<file path="src/rtl/sprite_draw_scheduler_if.sv">
// Drawer-side and framebuffer-side signals of sprite_draw_scheduler.
// The scheduler uses the slave modport; the game top level and the drawers use master.
interface sprite_draw_scheduler_if #(
  parameter int unsigned N_REQ = 4
);
  logic                  frame_tick;
  logic [N_REQ-1:0]      req;
  logic [N_REQ-1:0]      plot_out;
  logic [N_REQ*10-1:0]   drw_x;
  logic [N_REQ*10-1:0]   drw_y;
  logic [N_REQ*3-1:0]    drw_color;
  logic [N_REQ-1:0]      drw_we;
  logic [N_REQ-1:0]      draw_done;
  logic [9:0]            vga_x;
  logic [9:0]            vga_y;
  logic [2:0]            vga_color;
  logic                  vga_we;
  logic                  busy;
  logic                  frame_done;
  logic                  overrun;
  logic [N_REQ-1:0]      timeout_err;

  modport master (
    output frame_tick, req, drw_x, drw_y, drw_color, drw_we, draw_done,
    input  plot_out, vga_x, vga_y, vga_color, vga_we, busy, frame_done, overrun, timeout_err
  );

  modport slave (
    input  frame_tick, req, drw_x, drw_y, drw_color, drw_we, draw_done,
    output plot_out, vga_x, vga_y, vga_color, vga_we, busy, frame_done, overrun, timeout_err
  );
endinterface

</file>
<file path="src/rtl/sprite_draw_scheduler.sv">
// Shares the VGA framebuffer write port between N_REQ sprite drawers.
// Each frame_tick starts a schedule that runs every requesting drawer in turn,
// lowest index first, and muxes the granted drawer's pixels to the framebuffer.
// Optional clear-screen sweep before drawing: define CLEAR_SCREEN_EN.
module sprite_draw_scheduler #(
  parameter int unsigned N_REQ    = 4,
  parameter int unsigned TIMEOUT  = 2048,
  parameter int unsigned SCREEN_W = 160,
  parameter int unsigned SCREEN_H = 120,
  parameter logic [2:0]  BG_COLOR = 3'b000
) (
  input logic                   clk,
  input logic                   reset_n,
  sprite_draw_scheduler_if.slave bus
);

  localparam int unsigned GW = (N_REQ > 1) ? $clog2(N_REQ) : 1;
  localparam int unsigned CW = (TIMEOUT > 1) ? $clog2(TIMEOUT) : 1;

  typedef enum logic [2:0] {
    IDLE,
`ifdef CLEAR_SCREEN_EN
    CLEAR,
`endif
    SCAN,
    START,
    WAIT,
    NEXT,
    DONE
  } state_t;

  state_t           state, state_nxt;
  logic [N_REQ-1:0] pending, pending_nxt;
  logic [GW-1:0]    grant, grant_nxt, low_idx;
  logic [N_REQ-1:0] grant_oh;
  logic [CW-1:0]    wait_cnt, wait_cnt_nxt;
  logic [N_REQ-1:0] plot_q, plot_nxt;
  logic [9:0]       vx_q, vx_nxt, vy_q, vy_nxt;
  logic [2:0]       vc_q, vc_nxt;
  logic             vwe_q, vwe_nxt;
  logic             busy_q, busy_nxt;
  logic             fdone_q, fdone_nxt;
  logic             ovr_q, ovr_nxt;
  logic [N_REQ-1:0] terr_q, terr_nxt;

`ifdef CLEAR_SCREEN_EN
  localparam int unsigned XW = (SCREEN_W > 1) ? $clog2(SCREEN_W) : 1;
  localparam int unsigned YW = (SCREEN_H > 1) ? $clog2(SCREEN_H) : 1;
  logic [XW-1:0] cx, cx_nxt;
  logic [YW-1:0] cy, cy_nxt;
`endif

  // Degenerate configuration guard: a zero-sized screen has no meaning.
  if (SCREEN_W == 0 || SCREEN_H == 0 || $bits(BG_COLOR) != 3) begin : g_bad_cfg
  end

  // One-hot form of the current grant, used for masking and start pulses.
  assign grant_oh = N_REQ'(1) << grant;

  // Index of the lowest still-pending drawer.
  always_comb begin
    low_idx = '0;
    for (int i = int'(N_REQ) - 1; i >= 0; i--) begin
      if (pending[i]) low_idx = GW'(i);
    end
  end

  // Next-state and next-output logic for the schedule FSM.
  always_comb begin
    state_nxt    = state;
    pending_nxt  = pending;
    grant_nxt    = grant;
    wait_cnt_nxt = wait_cnt;
    plot_nxt     = '0;
    vx_nxt       = vx_q;
    vy_nxt       = vy_q;
    vc_nxt       = vc_q;
    vwe_nxt      = 1'b0;
    fdone_nxt    = 1'b0;
    ovr_nxt      = bus.frame_tick && (state != IDLE);
    terr_nxt     = terr_q;
`ifdef CLEAR_SCREEN_EN
    cx_nxt       = cx;
    cy_nxt       = cy;
`endif
    case (state)
      IDLE: begin
        if (bus.frame_tick) begin
          pending_nxt = bus.req;
`ifdef CLEAR_SCREEN_EN
          cx_nxt    = '0;
          cy_nxt    = '0;
          state_nxt = CLEAR;
`else
          state_nxt = SCAN;
`endif
        end
      end
`ifdef CLEAR_SCREEN_EN
      CLEAR: begin
        vx_nxt  = 10'(cx);
        vy_nxt  = 10'(cy);
        vc_nxt  = BG_COLOR;
        vwe_nxt = 1'b1;
        if (cx == XW'(SCREEN_W - 1)) begin
          cx_nxt = '0;
          if (cy == YW'(SCREEN_H - 1)) state_nxt = SCAN;
          else                         cy_nxt    = cy + YW'(1);
        end else begin
          cx_nxt = cx + XW'(1);
        end
      end
`endif
      SCAN: begin
        if (pending == '0) begin
          state_nxt = DONE;
        end else begin
          grant_nxt    = low_idx;
          wait_cnt_nxt = '0;
          state_nxt    = START;
        end
      end
      START: begin
        plot_nxt  = grant_oh;
        state_nxt = WAIT;
      end
      WAIT: begin
        vx_nxt  = 10'(bus.drw_x >> (10 * int'(grant)));
        vy_nxt  = 10'(bus.drw_y >> (10 * int'(grant)));
        vc_nxt  = 3'(bus.drw_color >> (3 * int'(grant)));
        vwe_nxt = |(bus.drw_we & grant_oh);
        if (|(bus.draw_done & grant_oh)) begin
          state_nxt = NEXT;
        end else if (wait_cnt == CW'(TIMEOUT - 1)) begin
          terr_nxt  = terr_q | grant_oh;
          state_nxt = NEXT;
        end else begin
          wait_cnt_nxt = wait_cnt + CW'(1);
        end
      end
      NEXT: begin
        pending_nxt = pending & ~grant_oh;
        state_nxt   = SCAN;
      end
      DONE: begin
        fdone_nxt = 1'b1;
        state_nxt = IDLE;
      end
      default: state_nxt = IDLE;
    endcase
    busy_nxt = (state_nxt != IDLE);
  end

  // State, bookkeeping and registered outputs.
  always_ff @(posedge clk or negedge reset_n) begin
    if (!reset_n) begin
      state    <= IDLE;
      pending  <= '0;
      grant    <= '0;
      wait_cnt <= '0;
      plot_q   <= '0;
      vx_q     <= '0;
      vy_q     <= '0;
      vc_q     <= '0;
      vwe_q    <= 1'b0;
      busy_q   <= 1'b0;
      fdone_q  <= 1'b0;
      ovr_q    <= 1'b0;
      terr_q   <= '0;
`ifdef CLEAR_SCREEN_EN
      cx       <= '0;
      cy       <= '0;
`endif
    end else begin
      state    <= state_nxt;
      pending  <= pending_nxt;
      grant    <= grant_nxt;
      wait_cnt <= wait_cnt_nxt;
      plot_q   <= plot_nxt;
      vx_q     <= vx_nxt;
      vy_q     <= vy_nxt;
      vc_q     <= vc_nxt;
      vwe_q    <= vwe_nxt;
      busy_q   <= busy_nxt;
      fdone_q  <= fdone_nxt;
      ovr_q    <= ovr_nxt;
      terr_q   <= terr_nxt;
`ifdef CLEAR_SCREEN_EN
      cx       <= cx_nxt;
      cy       <= cy_nxt;
`endif
    end
  end

  assign bus.plot_out    = plot_q;
  assign bus.vga_x       = vx_q;
  assign bus.vga_y       = vy_q;
  assign bus.vga_color   = vc_q;
  assign bus.vga_we      = vwe_q;
  assign bus.busy        = busy_q;
  assign bus.frame_done  = fdone_q;
  assign bus.overrun     = ovr_q;
  assign bus.timeout_err = terr_q;

endmodule

</file>
<file path="src/flat_wrapper.sv">
// flat-port wrapper written by rule: the top's interface ports become plain ports
module sprite_draw_scheduler_flat 
#(
  parameter int unsigned N_REQ    = 4,
  parameter int unsigned TIMEOUT  = 2048,
  parameter int unsigned SCREEN_W = 160,
  parameter int unsigned SCREEN_H = 120,
  parameter logic [2:0]  BG_COLOR = 3'b000
)
  (clk, reset_n, bus_frame_tick, bus_req, bus_drw_x, bus_drw_y, bus_drw_color, bus_drw_we, bus_draw_done, bus_plot_out, bus_vga_x, bus_vga_y, bus_vga_color, bus_vga_we, bus_busy, bus_frame_done, bus_overrun, bus_timeout_err);
  sprite_draw_scheduler_if #(.N_REQ(N_REQ)) bus_i ();
  input logic clk;
  input logic reset_n;
  input wire logic [$bits(bus_i.frame_tick)-1:0] bus_frame_tick;
  input wire logic [$bits(bus_i.req)-1:0] bus_req;
  input wire logic [$bits(bus_i.drw_x)-1:0] bus_drw_x;
  input wire logic [$bits(bus_i.drw_y)-1:0] bus_drw_y;
  input wire logic [$bits(bus_i.drw_color)-1:0] bus_drw_color;
  input wire logic [$bits(bus_i.drw_we)-1:0] bus_drw_we;
  input wire logic [$bits(bus_i.draw_done)-1:0] bus_draw_done;
  output wire logic [$bits(bus_i.plot_out)-1:0] bus_plot_out;
  output wire logic [$bits(bus_i.vga_x)-1:0] bus_vga_x;
  output wire logic [$bits(bus_i.vga_y)-1:0] bus_vga_y;
  output wire logic [$bits(bus_i.vga_color)-1:0] bus_vga_color;
  output wire logic [$bits(bus_i.vga_we)-1:0] bus_vga_we;
  output wire logic [$bits(bus_i.busy)-1:0] bus_busy;
  output wire logic [$bits(bus_i.frame_done)-1:0] bus_frame_done;
  output wire logic [$bits(bus_i.overrun)-1:0] bus_overrun;
  output wire logic [$bits(bus_i.timeout_err)-1:0] bus_timeout_err;
  assign bus_i.frame_tick = bus_frame_tick;
  assign bus_i.req = bus_req;
  assign bus_i.drw_x = bus_drw_x;
  assign bus_i.drw_y = bus_drw_y;
  assign bus_i.drw_color = bus_drw_color;
  assign bus_i.drw_we = bus_drw_we;
  assign bus_i.draw_done = bus_draw_done;
  assign bus_plot_out = bus_i.plot_out;
  assign bus_vga_x = bus_i.vga_x;
  assign bus_vga_y = bus_i.vga_y;
  assign bus_vga_color = bus_i.vga_color;
  assign bus_vga_we = bus_i.vga_we;
  assign bus_busy = bus_i.busy;
  assign bus_frame_done = bus_i.frame_done;
  assign bus_overrun = bus_i.overrun;
  assign bus_timeout_err = bus_i.timeout_err;
  sprite_draw_scheduler #(.N_REQ(N_REQ), .TIMEOUT(TIMEOUT), .SCREEN_W(SCREEN_W), .SCREEN_H(SCREEN_H), .BG_COLOR(BG_COLOR)) u_core (.clk(clk), .reset_n(reset_n), .bus(bus_i));
endmodule
</file>
<file path="config.mk">
export PLATFORM = sky130hd
export DESIGN_NAME = sprite_draw_scheduler_flat
export DESIGN_NICKNAME = d
export VERILOG_FILES = /design/src/rtl/sprite_draw_scheduler_if.sv /design/src/rtl/sprite_draw_scheduler.sv /design/src/flat_wrapper.sv
export SDC_FILE = /design/constraint.sdc
export NUM_CORES = 1
export LEC_CHECK = 0
export ABC_AREA = 1
export BUFFER_PORTS_ARGS = -buffer_cell sky130_fd_sc_hd__buf_2
export CORE_ASPECT_RATIO = 2
export CORE_MARGIN = 3
export CORE_UTILIZATION = 33
export DETAILED_ROUTE_END_ITERATION = 10
export SYNTH_ARGS = -nofsm -noshare
export SYNTH_HDL_FRONTEND = slang
export SYNTH_SLANG_ARGS = --single-unit
</file>
<file path="constraint.sdc">
create_clock -name clk -period 1.9 [get_ports clk]
set_clock_uncertainty 0.15 [all_clocks]
set_input_delay 0.285 -clock clk [delete_from_list [all_inputs] [get_ports clk]]
set_output_delay 0.285 -clock clk [all_outputs]
set_load 0.005 [all_outputs]
</file>
; ---- Word level (Yosys, flattened, before mapping)
; Index checks and enable logic that the tools add are counted.
[op_classes]
n_eq_ne = 10
n_shift = 4
bitwise_logic = 7
n_mul = 2
reduce_logical = 13
addsub = 1
div = 0
mux = 18
order_cmp = 0
[op_table]
columns = op, n
row1 = 40-bit by 32-bit right shift with 10-bit output, 2
row2 = 11-bit two-way mux, 3
row3 = 12-bit by 32-bit right shift with 3-bit output, 1
row4 = 11-bit case mux with 2 select lines, 1
row5 = 3-bit case mux with 5 select lines, 1
row6 = 4-bit AND, 3
row7 = 3-bit two-way mux, 4
row8 = "11-bit by 1-bit adder with 11-bit output, second input constant", 1
row9 = "11-bit == test, second input constant", 1
row10 = 2-bit two-way mux, 4
row11 = 4-bit two-way mux, 2
row12 = "2-bit inequality test, second input constant", 4
row13 = 4-bit case mux with 2 select lines, 1
row14 = 4-bit OR reduction, 2
row15 = "3-bit by 2-bit == test with 1-bit output, second input constant", 2
row16 = "3-bit == test, second input constant", 2
row17 = 3-bit nonzero test, 2
row18 = "3-bit by 2-bit multiplier with 5-bit output, first input constant", 1
row19 = 4-bit logical NOT, 1
row20 = "2-bit by 2-bit multiplier with 4-bit output, first input constant", 1
row21 = 4-bit inverter, 1
row22 = 4-bit OR, 1
row23 = 2-bit AND reduction, 2
row24 = 4-bit AND reduction, 1
row25 = 8 further kinds, 11
[word_totals]
elab_cells = 68
reg_bits = 55
latchBits = 0
out_inout_bits = 35
memories = 0
romBits = 0
ram_bits = 0
in_bits = 107

; ---- Logic depth before layout (Yosys ltp)
; Gate-level depths: netlist of the first run.
[depth]
word_depth = 6
depth_mapped = 11
ltp_nobuf = 10

; ---- Worst setup path after synthesis of the first run
; No wires, ideal clock.
[synth_path]
path_kind = register to register
startpoint = register u_core.wait_cnt[0]
endpoint = register u_core.wait_cnt[0]
setup_slack_ns = 0.300
setup_ns = 0.065
required_ns = 1.685
stages_incl_launch_ff = 11
synth_period_minus_slack_ns = 1.600
t_arrival_ns = 1.385
path_buffers = 1
path_cell_list = dfrtp_1 -> ha_1 -> nand2_1 -> nor2_1 -> nand3_1 -> nor2_2 -> nor2_1 -> nand2_1 -> buf_4 -> nand2_1 -> nand2_1
[synth_between]
elab_chain_cells = 4
elab_cells_between_ends = 7
classes_between = add/sub (1) / eq/ne (2) / mux (3) / reduce/logical (1)
[synth_lines]
columns = item, line
row1 = from (decl), sprite_draw_scheduler.sv:36  ; logic [CW-1:0] wait_cnt, wait_cnt_nxt;
row2 = from (signal assigned), sprite_draw_scheduler.sv:178  ; wait_cnt <= wait_cnt_nxt;
row3 = 11-bit by 1-bit adder with 11-bit output, sprite_draw_scheduler.sv:138  ; wait_cnt_nxt = wait_cnt + CW'(1);
row4 = 11-bit two-way mux, sprite_draw_scheduler.sv:134  ; end else if (wait_cnt == CW'(TIMEOUT - 1)) begin
row5 = 11-bit two-way mux, sprite_draw_scheduler.sv:132  ; if (|(bus.draw_done & grant_oh)) begin
row6 = 11-bit case mux with 2 select lines, sprite_draw_scheduler.sv:86  ; case (state)
; Parallel ways exist; a longest one is shown, timed or not. The select of a mux whose other input is x is not followed.
; A chain may end at the register's enable or synchronous reset.

; ---- Worst setup path after layout of the first run
[layout_path]
startpoint = register u_core.wait_cnt[0]
endpoint = register u_core.wait_cnt[10]
; Same word-level chain as after synthesis.

==> results of run 1 <==
routing by layer:
layer	vias up	share of wire	GRT usage
li1	1654	-	-
met1	1535	0.37	0.195
met2	111	0.55	0.340
met3	20	0.055	0.0219
met4	0	0.029	0.0745
met5	-	0	0
cell type report:
class                           instances  area, µm²
Inverter                               28        108
Clock buffer                            6        129
Tap cell                              102        128
Sequential cell                        55       1380
Clock inverter                          2       60.1
Fill cell                             959       4890
Multi-Input combinational cell        335       1490
Timing Repair Buffer                  153        836
logic make-up after synthesis:
| logic type | after synthesis |
|---|---|
| adders and majority gates | 1 |
| xor gates and xnor gates | 4 |
| AOI/OAI and AO/OA | 26 |
| buffers and inverters | 45 |
| and+or+nand+nor | 304 |
| DFF | 55 |
how the worst max path moves through the flow:
stage	to	cells after the start	slack, ns	startpoint
after floorplan	u_core.wait_cnt[0]	10	0.30	u_core.wait_cnt[0]
after global placement	u_core.wait_cnt[1]	9	0.13	u_core.wait_cnt[1]
after detailed placement	u_core.wait_cnt[10]	9	0.04	u_core.wait_cnt[1]
after CTS	u_core.wait_cnt[10]	9	0.01	u_core.wait_cnt[1]
after global routing	u_core.wait_cnt[10]	9	0.02	u_core.grant[0]
final	u_core.wait_cnt[10]	8	0.18	u_core.wait_cnt[0]
power groups by stage:
stage	Clock [µW]	Sequential (µW)	Combinational, µW
2_1_floorplan	0	1780	1630
6_report	1150	1780	2580
5_1_grt	1230	1840	2940
3_3_place_gp	0	1790	2560
3_5_place_dp	0	1800	2610
4_1_cts	1190	1780	2620
synth_stat cells, types with 3 or more instances:
cell                       instances  share of area
sky130_fd_sc_hd__nand3_1           9          0.015
sky130_fd_sc_hd__a21oi_1           6         0.0098
sky130_fd_sc_hd__o21bai_1          5          0.012
sky130_fd_sc_hd__nand4_1          25          0.051
sky130_fd_sc_hd__inv_2             3         0.0037
sky130_fd_sc_hd__o22ai_1           4         0.0082
sky130_fd_sc_hd__buf_2             6         0.0098
sky130_fd_sc_hd__buf_4             4         0.0098
sky130_fd_sc_hd__nor2_2            6          0.012
sky130_fd_sc_hd__dfrtp_1          55           0.45
sky130_fd_sc_hd__nor2_1           28          0.034
sky130_fd_sc_hd__xor2_1            3         0.0086
sky130_fd_sc_hd__nand2_1         229           0.28
sky130_fd_sc_hd__o21ai_0           4         0.0066
sky130_fd_sc_hd__inv_1            24          0.030
sky130_fd_sc_hd__nor3_1            3         0.0049
sky130_fd_sc_hd__clkbuf_1          5         0.0062
through the flow:
step	total power (µW)	hold slack [ns]	instance area [µm²]
after global placement	4350	0.154	3920
after detailed placement	4410	0.162	3920
final	5520	0.108	4130
after floorplan	3410	-0.161	3050
after global routing	6010	0.114	4130
after CTS	5590	0.102	4120
repair_timing:
item,CTS,global route
endpoints found under the setup margin,0,11
resized for setup,0,4
endpoints found under the hold margin,55,0
hold buffers,1,0
worst max-delay path, cell delays in order (launching register included):
cell and delay, ns:
sky130_fd_sc_hd__dfrtp_1 0.40, sky130_fd_sc_hd__ha_1 0.24, sky130_fd_sc_hd__nand2_1 0.09, sky130_fd_sc_hd__nor2_1 0.06
sky130_fd_sc_hd__nand3_2 0.11, sky130_fd_sc_hd__o21ai_1 0.08, sky130_fd_sc_hd__nor2_2 0.35, sky130_fd_sc_hd__nand2_1 0.11
sky130_fd_sc_hd__nand2_1 0.09
flip-flops by register name, indices dropped and copies added, names as in the netlist:
| register | cells |
|---|---|
| u_core.bus.vga_x | 10 |
| u_core.bus.timeout_err | 4 |
| u_core.bus.vga_color | 3 |
| u_core.wait_cnt | 11 |
| u_core.grant | 2 |
| u_core.bus.busy | 1 |
| u_core.bus.frame_done | 1 |
| u_core.bus.vga_y | 10 |
| u_core.bus.vga_we | 1 |
| u_core.pending | 4 |
| u_core.bus.overrun | 1 |
| u_core.bus.plot_out | 4 |
| u_core.state | 3 |
==> results.md, run 1 <==
| Parameter | This run |
| --- | --- |
| Number of warning messages in the yosys log | 0 |
| Number of hold violations in the final report | 0 |
| Worst r2r path cells | 8 |
| Growth of design area from synthesis to finish | 35.3% |
| Number of enable flip-flop cells after synthesis | 0 |
| Hold EP | u_core.bus.overrun |
| H-tree level count | 2 |
| Slew at the pin closest to its max-slew limit | 0.403 ns |
| Via count of the first global-routing pass | 3318 |
| Adder-Cell Fraction of Synth Area | 0.00410 |
| Post-Syn Nets | 543 |
| Post-detailed-route count of antenna-violating nets | 0 |
| First-pass GRT wire length | 14900 µm |
| Critical path peak fanout | 9 |
| Count of different cell masters after synthesis | 29 |
| NetSw | 2250 µW |
| Largest net degree at the start of global routing | 56 |
| Sort of element at the start of the critical path | flop |
| Critical path arrival | 1.80 ns |
| GR Util All Layers | 0.181 |
| Flip-flop and latch count after synthesis | 55 |
| Count of routing violations after the opening detailed-route iteration | 139 |
| Async set-or-reset flop fraction in the synthesized netlist | 1.00 |
| Comb power frac | 0.468 |
| Share of the clock period used by the worst path | 0.905 |
| Antenna fix cells | 0 |
| Clock buffer count from CTS | 5 |
| Dominant combinational cell family by area after synthesis | simple AND/OR/NAND/NOR gates |
| Area of the mapped netlist | 3050 µm² |
| Startpoint of the most critical register-to-register path | u_core.wait_cnt[0] |
| Setup ws final | 0.181 ns |
| Worst max-slew margin expressed relative to the limit | 0.731 |
| Cell count of the worst hold path | 2 |
| Highest attainable clock frequency | 0.582 GHz |
| Areal power density over the cells | 1340 nW/µm² |
| Detail Placement HPWL | 7390 µm |
| Unrepaired setup endpoints after global routing | false |
| Crit Path Category | reg2reg |
| Sequential fraction of the synthesis area | 0.451 |
| Leak | 0.00225 µW |
| Shortest clock period the worst path allows after layout | 1.72 ns |
| Summed negative setup slack over all endpoints | 0 ns |
| Overall die area | 10500 µm² |
| Die extent in x | 74.0 µm |
| Clk pin slew, worst setup/hold paths | 0.07 ns |
| Type of the most critical hold path | in2reg |
| TritonCTS clock tree | built |
| FP Rows | 49 |
| RD Place Congestion | 0.916 |
| Area of the placeable core | 9010 µm² |
| Worst slack at placement | 0.0400 ns |
| Core utilization of the finished layout | 0.458 |
| Post-synthesis simple-gate area fraction | 0.416 |
| Synthesized area per cell | 7.01 µm² |
| Max Cap Violations | 0 |
| Clk Tree Root Cell | sky130_fd_sc_hd__clkbuf_16 |
| Routed length per placed instance | 13.9 µm |
| Number of vias after detailed routing | 3320 |
| Switching share of power | 0.408 |
| Clock group share of total power | 0.209 |
| Number of detailed-route iterations in the first pass | 4 |
| Most used flip-flop cell after synthesis | sky130_fd_sc_hd__dfrtp_1 |
| Die H | 142 µm |
| Crit end category | flop |
| Gate Count Post-Synth | 435 |
| Leading cell types in the layout, fill and taps excluded | sky130_fd_sc_hd__nand2_1, sky130_fd_sc_hd__buf_2, sky130_fd_sc_hd__dfrtp_1 |
| Multiplexer share of the synthesized area | 0 |
| Post-DR vias/cell | 4.88 |
| Non-filler instance count after layout | 681 |
| Register-to-Register Setup Slack | 0.18 ns |
| Total of buffers placed on input and output ports | 141 |
| Fraction of layout cells with a size suffix above 1 | 0.304 |
| I/O pin cnt | 142 |
| Post-CTS setup repair buffer count | 0 |
| Congestion Overflow GR | 0 |
| Internal power component | 3270 µW |
| Total DRC errors in the routed layout | 0 |
| Cell total after placement | 672 |
| Max Buffers Root-to-Sink | 2 |
| Data required time at the worst endpoint | 1.98 ns |
| Total number of nets in the final design | 686 |
| Outcome | completed |
| Most frequent standard cell in the layout excluding fill and tap cells | sky130_fd_sc_hd__nand2_1 |
| Initial antenna violation count | 0 |
| Clk_lat worst skew | 0.29 ns |
| Post-detailed-routing wire length | 9480 µm |
| Capture point of the worst reg-to-reg path | u_core.wait_cnt[10] |
| Starting Density | 0.338 |
| Part of the power in registers | 0.323 |
| XOR/XNOR Fraction of Synth Area | 0.0115 |
| Startpoint of the lowest-slack hold path | bus_frame_tick |
| Slew Viols, Final | 0 |
| Peak supply drop | 828 µV |
| Post-synthesis compound-gate area fraction | 0.0533 |
| CTS Sinks | 55 |
| # setup viols final | 0 |
Note: power is estimated with default switching activity, not from simulation.
==> run 2, diff against run 1 <==
--- a/config.mk
+++ b/config.mk
@@ -11,6 +11,7 @@
 export CORE_MARGIN = 3
 export CORE_UTILIZATION = 33
 export DETAILED_ROUTE_END_ITERATION = 10
+export GPL_TIMING_DRIVEN = 0
 export SYNTH_ARGS = -nofsm -noshare
 export SYNTH_HDL_FRONTEND = slang
 export SYNTH_SLANG_ARGS = --single-unit
==> run 2 against run 1 <==
Effect of this change: largest cell class unchanged; critical path depth is 3 lower; critical path type unchanged; final area is 0.97% lower; via count is 0.63% higher; highest routed layer unchanged; sequential power hardly changed.
==> results.md, run 2 (same netlist as run 1, synthesis figures left out) <==
| Parameter | This run | Change |
| --- | --- | --- |
| Outcome | completed |  |
| Type of the most critical hold path | in2reg |  |
| Areal power density over the cells | 1330 nW/µm² | -0.84% |
| H-tree level count | 2 | unchanged |
| Largest Register | u_core.wait_cnt |  |
| Worst slack at placement | 0.0513 ns | +0.0113 ns |
| Clk pin slew, worst setup/hold paths | 0.07 ns | about the same |
| Number of vias after detailed routing | 3341 | +0.63% |
| Routed length per placed instance | 13.9 µm | -0.36% |
| Post-DR vias/cell | 4.86 | -0.25% |
| Summed negative setup slack over all endpoints | 0 ns | unchanged |
| Clk_lat worst skew | 0.30 ns | about the same |
| Fraction of layout cells with a size suffix above 1 | 0.304 | about the same |
| Final Hold Slack | 0.0945 ns | -0.0133 ns |
| Register-to-Register Setup Slack | 0.13 ns | -0.05 ns |
| Growth of design area from synthesis to finish | 34.0% |  |
| Die extent in x | 74.0 µm | unchanged |
| # setup viols final | 0 | unchanged |
| Via count of the first global-routing pass | 3293 | -0.75% |
| Slew at the pin closest to its max-slew limit | 0.704 ns | +0.302 ns |
| Congestion Overflow GR | 0 | unchanged |
| Finished layout cell area | 4090 µm² | -0.97% |
| Data required time at the worst endpoint | 1.94 ns | -0.04 ns |
| Post-detailed-routing wire length | 9530 µm | +0.52% |
| Area of the placeable core | 9010 µm² | unchanged |
| Critical path peak fanout | 10 | +1 |
| Slew Viols, Final | 0 | unchanged |
| Largest net degree at the start of global routing | 56 | unchanged |
| Most frequent standard cell in the layout excluding fill and tap cells | sky130_fd_sc_hd__nand2_1 |  |
| Share of the clock period used by the worst path | 0.934 | +0.0289 |
| Peak supply drop | 687 µV | -17% |
| Worst max-slew margin expressed relative to the limit | 0.530 | -0.201 |
| Die H | 142 µm | unchanged |
| GR Util All Layers | 0.184 | +0.00273 |
| Overall die area | 10500 µm² | unchanged |
| Max Cap Violations | 0 | unchanged |
| Initial antenna violation count | 0 | unchanged |
| RD Place Congestion | 0.835 | -8.8% |
| Number of detailed-route iterations in the first pass | 4 | unchanged |
| Sort of element at the start of the critical path | flop |  |
| TritonCTS clock tree | built |  |
| Setup ws final | 0.126 ns | -0.0548 ns |
| Placed standard-cell area | 3880 µm² | -0.86% |
| Starting Density | 0.338 | unchanged |
| Total number of nets in the final design | 692 | +0.87% |
| Count of routing violations after the opening detailed-route iteration | 151 | +8.6% |
| Critical path arrival | 1.82 ns | +0.02 ns |
| I/O pin cnt | 142 | unchanged |
| Flip-flop count of the largest register after layout | 11 | unchanged |
| CTS Sinks | 55 | unchanged |
| Number of hold violations in the final report | 0 | unchanged |
| Total DRC errors in the routed layout | 0 | unchanged |
| Antenna fix cells | 0 | unchanged |
| Clock buffer count from CTS | 5 | unchanged |
| Shortest clock period the worst path allows after layout | 1.77 ns | +0.0548 ns |
| FP Rows | 49 | unchanged |
| Total of buffers placed on input and output ports | 141 | unchanged |
| Leak | 0.00225 µW | about the same |
| Max Buffers Root-to-Sink | 2 | unchanged |
| Highest attainable clock frequency | 0.564 GHz | -3.1% |
| Crit end category | flop |  |
| Leading cell types in the layout, fill and taps excluded | sky130_fd_sc_hd__nand2_1, sky130_fd_sc_hd__buf_2, sky130_fd_sc_hd__dfrtp_1 |  |
| Clk Tree Root Cell | sky130_fd_sc_hd__clkbuf_16 |  |
| Crit Path Category | reg2reg |  |
| Post-detailed-route count of antenna-violating nets | 0 | unchanged |
| Unrepaired setup endpoints after global routing | false |  |
| First-pass GRT wire length | 15100 µm | +1.0% |
| Detail Placement HPWL | 7490 µm | +1.3% |
## run 2: cell types whose count changed in the layout (fill, tap and decap cells not counted), sizes merged
cell | before | now
clkbuf | 6 | 10
inv | 28 | 29
bufinv | 2 | 1
buf | 152 | 153
clkinv | 0 | 1
## run 2: metrics by stage
| stage | std cells | total power [µW] | utilization |
|---|---|---|---|
| after global routing | 687 | 5900 | 0.453 |
| after CTS | 686 | 5470 | 0.450 |
| after detailed placement | 678 | 4390 | 0.431 |
| after global placement | 678 | 4340 | 0.431 |
| after floorplan | 435 | 3410 | - |
| final | 687 | 5420 | 0.453 |
## run 2: per-layer routing
metal | vias to the layer above | part of all wire | GRT usage
met4 | 0 | 0.029 | 0.0764
met1 | 1540 | 0.37 | 0.205
li1 | 1671 | - | -
met3 | 22 | 0.058 | 0.0283
met5 | - | 0 | 0
met2 | 108 | 0.54 | 0.334
## run 2: worst paths after layout
kind / to / from / cells after the start
worst max-delay path: u_core.bus.vga_we / u_core.grant[0] / 5
worst min-delay path: u_core.pending[2] / bus_req[2] / 3
worst max register to register: u_core.bus.vga_we / u_core.grant[0] / 5
worst min register to register: u_core.grant[0] / u_core.pending[0] / 1
max in group asynchronous: u_core.wait_cnt[0] / reset_n / 2
min in group asynchronous: u_core.bus.vga_y[0] / reset_n / 2
## run 2: layout make-up
type                            instances  area (µm²)
Clock buffer                            5         125
Timing Repair Buffer                  142         718
Buffer                                 17        90.1
Tap cell                              102         128
Sequential cell                        55        1380
Fill cell                             945        4930
Multi-Input combinational cell        335        1490
Clock inverter                          3        47.5
Inverter                               28         108
## run 2: power breakdown
part | switching [µW] | internal, µW
registers | 196 | 1560
clock network | 426 | 629
logic | 1680 | 937
total | 2300 | 3120
## run 2: timing repair
item | in CTS | in global routing
hold buffers | 0 | 1
resized for setup | 0 | 10
hold endpoints to repair | 0 | 55
endpoints found under the setup margin | 0 | 14
buffers inserted | 0 | 0
## run 2: worst max-delay path, stage by stage, from the launching register on
cell and delay, ns:
sky130_fd_sc_hd__dfrtp_1 0.37, sky130_fd_sc_hd__buf_4 0.16, sky130_fd_sc_hd__nor2_2 0.34, sky130_fd_sc_hd__buf_2 0.33
sky130_fd_sc_hd__nand2_1 0.07, sky130_fd_sc_hd__a41oi_1 0.24
